--- src/rtl/pipeline_control_unit.sv ---
// Pipeline control unit: merges halt, memory stall, branch flush and load-use stall into per-stage enables.
// Ports: clk/rst; hazard inputs load_use_hazard, branch_taken, mem_req, mem_ready, halt;
//        stage controls pc_we, if_id_we, if_id_flush, id_ex_flush, ex_mem_we, mem_wb_bubble, halted;
//        saturating debug counters stall_count, flush_count.
// Latency: controls are combinational from state + inputs; counters update one cycle later.
// Backpressure: an outstanding memory access (mem_req without mem_ready) freezes PC/IF-ID/EX-MEM until mem_ready.
module pipeline_control_unit #(
    parameter int FLUSH_CYCLES = 2,
    parameter int CNT_W        = 16
) (
    input  logic             clk,
    input  logic             rst,
    input  logic             load_use_hazard,
    input  logic             branch_taken,
    input  logic             mem_req,
    input  logic             mem_ready,
    input  logic             halt,
    output logic             pc_we,
    output logic             if_id_we,
    output logic             if_id_flush,
    output logic             id_ex_flush,
    output logic             ex_mem_we,
    output logic             mem_wb_bubble,
    output logic             halted,
    output logic [CNT_W-1:0] stall_count,
    output logic [CNT_W-1:0] flush_count
);

    localparam int FW = $clog2(FLUSH_CYCLES + 1);
    localparam logic [FW-1:0] FL_RELOAD = FW'(FLUSH_CYCLES - 1);
    localparam logic [FW-1:0] FL_LAST   = FW'(1);

    typedef enum logic [1:0] {RUN, FLUSH, MEM_WAIT, HALT} state_t;

    state_t           state, state_nx;
    logic             ret_flush, ret_flush_nx;   // 1 = return to FLUSH after MEM_WAIT
    logic [FW-1:0]    flush_left, flush_left_nx;
    logic             branch_acc;                // taken branch accepted this cycle
    logic [CNT_W-1:0] stall_cnt, flush_cnt;

    logic mem_stall;
    assign mem_stall = mem_req && !mem_ready;

    // State and counter registers
    always_ff @(posedge clk) begin
        if (rst) begin
            state      <= RUN;
            ret_flush  <= 1'b0;
            flush_left <= '0;
            stall_cnt  <= '0;
            flush_cnt  <= '0;
        end else begin
            state      <= state_nx;
            ret_flush  <= ret_flush_nx;
            flush_left <= flush_left_nx;
            // HALT never stalls-counts; the halt-entry cycle does (pc_we=0 outside HALT)
            if (!pc_we && state != HALT && stall_cnt != '1)
                stall_cnt <= stall_cnt + 1'b1;
            if (branch_acc && flush_cnt != '1)
                flush_cnt <= flush_cnt + 1'b1;
        end
    end

    // Next-state logic
    always_comb begin
        state_nx      = state;
        ret_flush_nx  = ret_flush;
        flush_left_nx = flush_left;
        branch_acc    = 1'b0;
        if (state == HALT || halt) begin
            state_nx = HALT;
        end else begin
            case (state)
                RUN: begin
                    if (mem_stall) begin
                        ret_flush_nx = 1'b0;
                        state_nx     = MEM_WAIT;
                    end else if (branch_taken) begin
                        branch_acc = 1'b1;
                        if (FLUSH_CYCLES > 1) begin
                            flush_left_nx = FL_RELOAD;
                            state_nx      = FLUSH;
                        end
                    end
                end
                FLUSH: begin
                    if (mem_stall) begin
                        ret_flush_nx = 1'b1;
                        state_nx     = MEM_WAIT;
                    end else if (branch_taken) begin
                        branch_acc    = 1'b1;
                        flush_left_nx = FL_RELOAD;
                        state_nx      = (FLUSH_CYCLES > 1) ? FLUSH : RUN;
                    end else begin
                        flush_left_nx = flush_left - 1'b1;
                        if (flush_left == FL_LAST)
                            state_nx = RUN;
                    end
                end
                MEM_WAIT: begin
                    if (mem_ready) begin
                        if (ret_flush) begin
                            // The release cycle is itself one of the flush cycles
                            flush_left_nx = flush_left - 1'b1;
                            state_nx      = (flush_left == FL_LAST) ? RUN : FLUSH;
                        end else begin
                            state_nx = RUN;
                        end
                    end
                end
                default: state_nx = HALT;
            endcase
        end
    end

    // Output logic
    always_comb begin
        pc_we         = 1'b0;
        if_id_we      = 1'b0;
        if_id_flush   = 1'b0;
        id_ex_flush   = 1'b0;
        ex_mem_we     = 1'b0;
        mem_wb_bubble = 1'b0;
        halted        = 1'b0;
        if (rst) begin
            // everything held low during reset
        end else if (state == HALT) begin
            halted = 1'b1;
        end else if (halt) begin
            // halt-entry cycle: all enables low
        end else if ((state != MEM_WAIT && mem_stall) || (state == MEM_WAIT && !mem_ready)) begin
            mem_wb_bubble = 1'b1;
        end else begin
            pc_we     = 1'b1;
            if_id_we  = 1'b1;
            ex_mem_we = 1'b1;
            case (state)
                RUN: begin
                    if (branch_taken) begin
                        if_id_flush = 1'b1;
                        id_ex_flush = 1'b1;
                    end else if (load_use_hazard) begin
                        pc_we       = 1'b0;
                        if_id_we    = 1'b0;
                        id_ex_flush = 1'b1;
                    end
                end
                FLUSH: begin
                    if_id_flush = 1'b1;
                    id_ex_flush = branch_taken;
                end
                MEM_WAIT: if_id_flush = ret_flush;
                default: ;
            endcase
        end
    end

    assign stall_count = rst ? '0 : stall_cnt;
    assign flush_count = rst ? '0 : flush_cnt;

endmodule

--- config.mk ---
export PLATFORM = sky130hd
export DESIGN_NAME = pipeline_control_unit
export DESIGN_NICKNAME = d
export VERILOG_FILES = /design/src/rtl/pipeline_control_unit.sv
export SDC_FILE = /design/constraint.sdc
export NUM_CORES = 1
export LEC_CHECK = 0
export BUFFER_PORTS_ARGS = -buffer_cell sky130_fd_sc_hd__buf_2
export CORE_MARGIN = 2
export CORE_UTILIZATION = 50
export DETAILED_ROUTE_END_ITERATION = 10
export PLACE_DENSITY = 0.73
export SYNTH_ARGS = -nofsm -noshare
export SYNTH_HDL_FRONTEND = slang
export SYNTH_SLANG_ARGS = --single-unit
--- constraint.sdc ---
create_clock -name clk -period 2.25 [get_ports clk]
set_clock_uncertainty 0.05 [all_clocks]
set_input_delay 0.45 -clock clk [delete_from_list [all_inputs] [get_ports clk]]
set_output_delay 0.45 -clock clk [all_outputs]
set_load 0.005 [all_outputs]
==> out/qor.yml <==
hold_ws_ns: 0.436
cts_made_buffers: 5
track_usage_pct: 20.6
synth_fp_nets: 303
grt_pass1_vias: 1959
comb_power_share_pct: 16.5
dr_total_vias: 2171
dpl.hpwl_microns: 3670
timing.rr.start: "state[1]"
finalHoldViolCount: 0
maxCapViolCount: 0
clock-root-buffer: "clkbuf_8"
drtIter0Drc: 156
tightest_slew_ns: 0.472
status: "completed"
finish.utilization_pct: 63.5
ioPinCount: 46
worstSetupPathType: "reg -> reg"
period_minus_slack_ns: 2.12
area_delta_synth_final_pct: 20.1
grt_pass1_wl_microns: 8700
total_leakage_power_nw: 1.16
die_h_microns: 72.3
cp.required_ns: 2.38
dieWidth_microns: 72.3
ys.warnings.count: 0
swShare_pct: 27.4
synth_edf_count: 0
gr-total-overflow: 0
fmax_mhz: 473
drtAntennaViolNets: 0
power_mw: 1.54
switchingPower_uw: 423
drc: 0
start_util_pct: 52.9
cts_hold_buf: 0
final.period_utilization_pct: 94.0
die-area_sq_um: 5230
place_ws_ns: 0.111
clkSinkCount: 37
synth_cell_type_count: 54
htreeDepth: 2
place.gp.congestion: 0.901
wl_per_cell_microns: 12.7
clk_pin_slew_ns: 0.08
port_buffers: 45
p_clk_share_pct: 38.5
ys_async_sr_fraction_pct: 0
syn_area_per_cell_sq_um: 8.13
maxSlewHeadroom_pct: 68.2
synth_ff_type: "dfxtp_1"
cts_tree: "yes"
path_max_fanout: 7
clock_latency_ns: 0.29
rsz0062_at_grt: "true"
final_layout_size_suffix_gt1_share_pct: 27.5
routed_wl_microns: 4960
hp-start: "flush_left[1]"
drv_slew: 0
ir_worst_vdd_v: 0.000351
antenna_found_initial: 0
ys_seq_area_share_pct: 31.7
grt_max_degree: 62
first_pass_iters: 4
diodes: 0
syn_area_sq_um: 2330
cp-start-kind: "register"
end_kind: "register"
setup_slack_ns: 0.135
via_per_inst: 5.57
setup_violations: 0
power_density_nw_per_um2: 550
seqPwrFrac_pct: 45.0
clockBufferDepth: 2
finalNetCount: 353
rows: 24
syn_inst: 287
coreArea_sq_um: 4410
p_int_mw: 1.12
crit_start: "state[1]"
cp.arrival_ns: 2.25
worstHoldPathType: "reg -> reg"
ys_ff_latch: 37
[area by class of cell]
cell class / count / area, sq um
Fill cell: 396 / 1610
Multi-Input combinational cell: 226 / 1520
Sequential cell: 37 / 742
Timing Repair Buffer: 57 / 328
Clock buffer: 5 / 68.8
Tap cell: 52 / 65.1
Clock inverter: 3 / 46.3
Inverter: 10 / 37.5
[worst paths after layout]
check | end | slack [ns] | cells after the start
setup / recovery | flush_cnt[8] | 0.13 | 7
hold / removal | flush_left[1] | 0.44 | 2
setup reg to reg | flush_cnt[8] | 0.13 | 7
hold reg to reg | flush_left[1] | 0.44 | 2
[Yosys cell counts (2+ instances only)]
| master | n | area (sq um) |
|---|---|---|
| a211oi_1 | 7 | 52.6 |
| a21oi_1 | 8 | 40.0 |
| a31oi_1 | 2 | 12.5 |
| and2_1 | 2 | 12.5 |
| and4_1 | 3 | 26.3 |
| buf_1 | 3 | 11.3 |
| buf_4 | 3 | 22.5 |
| clkbuf_1 | 6 | 22.5 |
| dfxtp_1 | 37 | 741 |
| ha_1 | 9 | 113 |
| inv_1 | 10 | 37.5 |
| mux2_2 | 3 | 33.8 |
| mux2_4 | 3 | 45.0 |
| mux2i_1 | 5 | 50.1 |
| nand2_1 | 21 | 78.8 |
| nand2b_1 | 4 | 25.0 |
| nand3_1 | 9 | 45.0 |
| nand3b_1 | 2 | 15.0 |
| nand4_1 | 9 | 56.3 |
| nor2_1 | 38 | 143 |
| nor2b_1 | 35 | 219 |
| nor3_1 | 4 | 20.0 |
| nor4_1 | 3 | 18.8 |
| o2111ai_1 | 3 | 26.3 |
| o21ai_0 | 12 | 60.1 |
| o21ai_2 | 2 | 17.5 |
| or2_2 | 2 | 12.5 |
| or4_1 | 8 | 60.1 |
| xnor2_1 | 6 | 52.6 |
| xor2_1 | 4 | 35.0 |
[kinds of logic (layout without fill, tap and decap cells)]
family,count (synthesis),in the layout,synth area share (%)
simple gates,150,150,35.6
compound gates,45,45,13.4
flops,37,37,31.7
buf+inv,24,75,4.72
mux,12,12,6.01
xor+xnor,10,10,3.75
fa+ha+maj,9,9,4.83
[critical path, cell delays in order (launching register included)]
cell,delay [ns]
dfxtp_1,0.37
inv_2,0.10
ha_2,0.19
o21ai_2,0.08
or4_4,0.55
nor3_4,0.24
nand3_2,0.11
mux2_4,0.31
[flip-flops by register name, summed over array words and instances, names as in the netlist]
register and count:
stall_cnt 16, ret_flush 1, flush_cnt 16, flush_left 2, state 2
[metal layers]
metal / GRT usage (%) / up-vias / share of wire (%)
met2: 35.0 / 42 / 48
met1: 25.9 / 1008 / 47
met3: 4.31 / 4 / 4.0
met5: 0 / - / 0
met4: 6.92 / 0 / 0.93
li1: - / 1117 / -
[repair_timing]
item | in CTS | in global routing
setup endpoints to repair | 5 | 16
setup buffers | 1 | 0
pin swaps | 2 | 0
resized for setup | 1 | 10
[cells in the final DEF, fill, tap and decap left out, types with 2 or more instances in the layout]
cell       count
o21ai_2        2
inv_1          8
nor3_1         3
inv_2          2
nand3b_1       2
nand3_1        9
xnor2_1        6
or2_2          2
ha_2           4
and2_1         2
a31oi_1        2
nand2b_1       4
clkbuf_8       5
mux2i_1        5
ha_1           5
nand2_1       21
and4_1         3
buf_2         45
or4_1          8
nor2b_1       35
a21oi_1        8
o2111ai_1      3
mux2_4         3
nor4_1         3
dfxtp_1       36
o21ai_0       12
nor2_2         2
a211oi_1       7
nand4_1        9
buf_4         11
xor2_1         4
nor2_1        37
mux2_2         3
[power by group through the flow]
stage               registers, mW  clock network (mW)  logic (mW)
floorplan                   0.705                   0       0.176
global placement            0.707                   0       0.243
detailed placement          0.708                   0       0.245
CTS                         0.693               0.608       0.250
global route                0.698               0.635       0.287
finish                      0.694               0.594       0.254
[through the flow]
step	TNS, ns	std cells	instance area (sq um)
5_1_grt	-0.00994	390	2800
2_1_floorplan	0	287	2330
6_report	0	390	2800
4_1_cts	0	390	2770
3_3_place_gp	0	381	2650
3_5_place_dp	0	381	2650
Note: power is estimated with default switching activity, not from simulation.
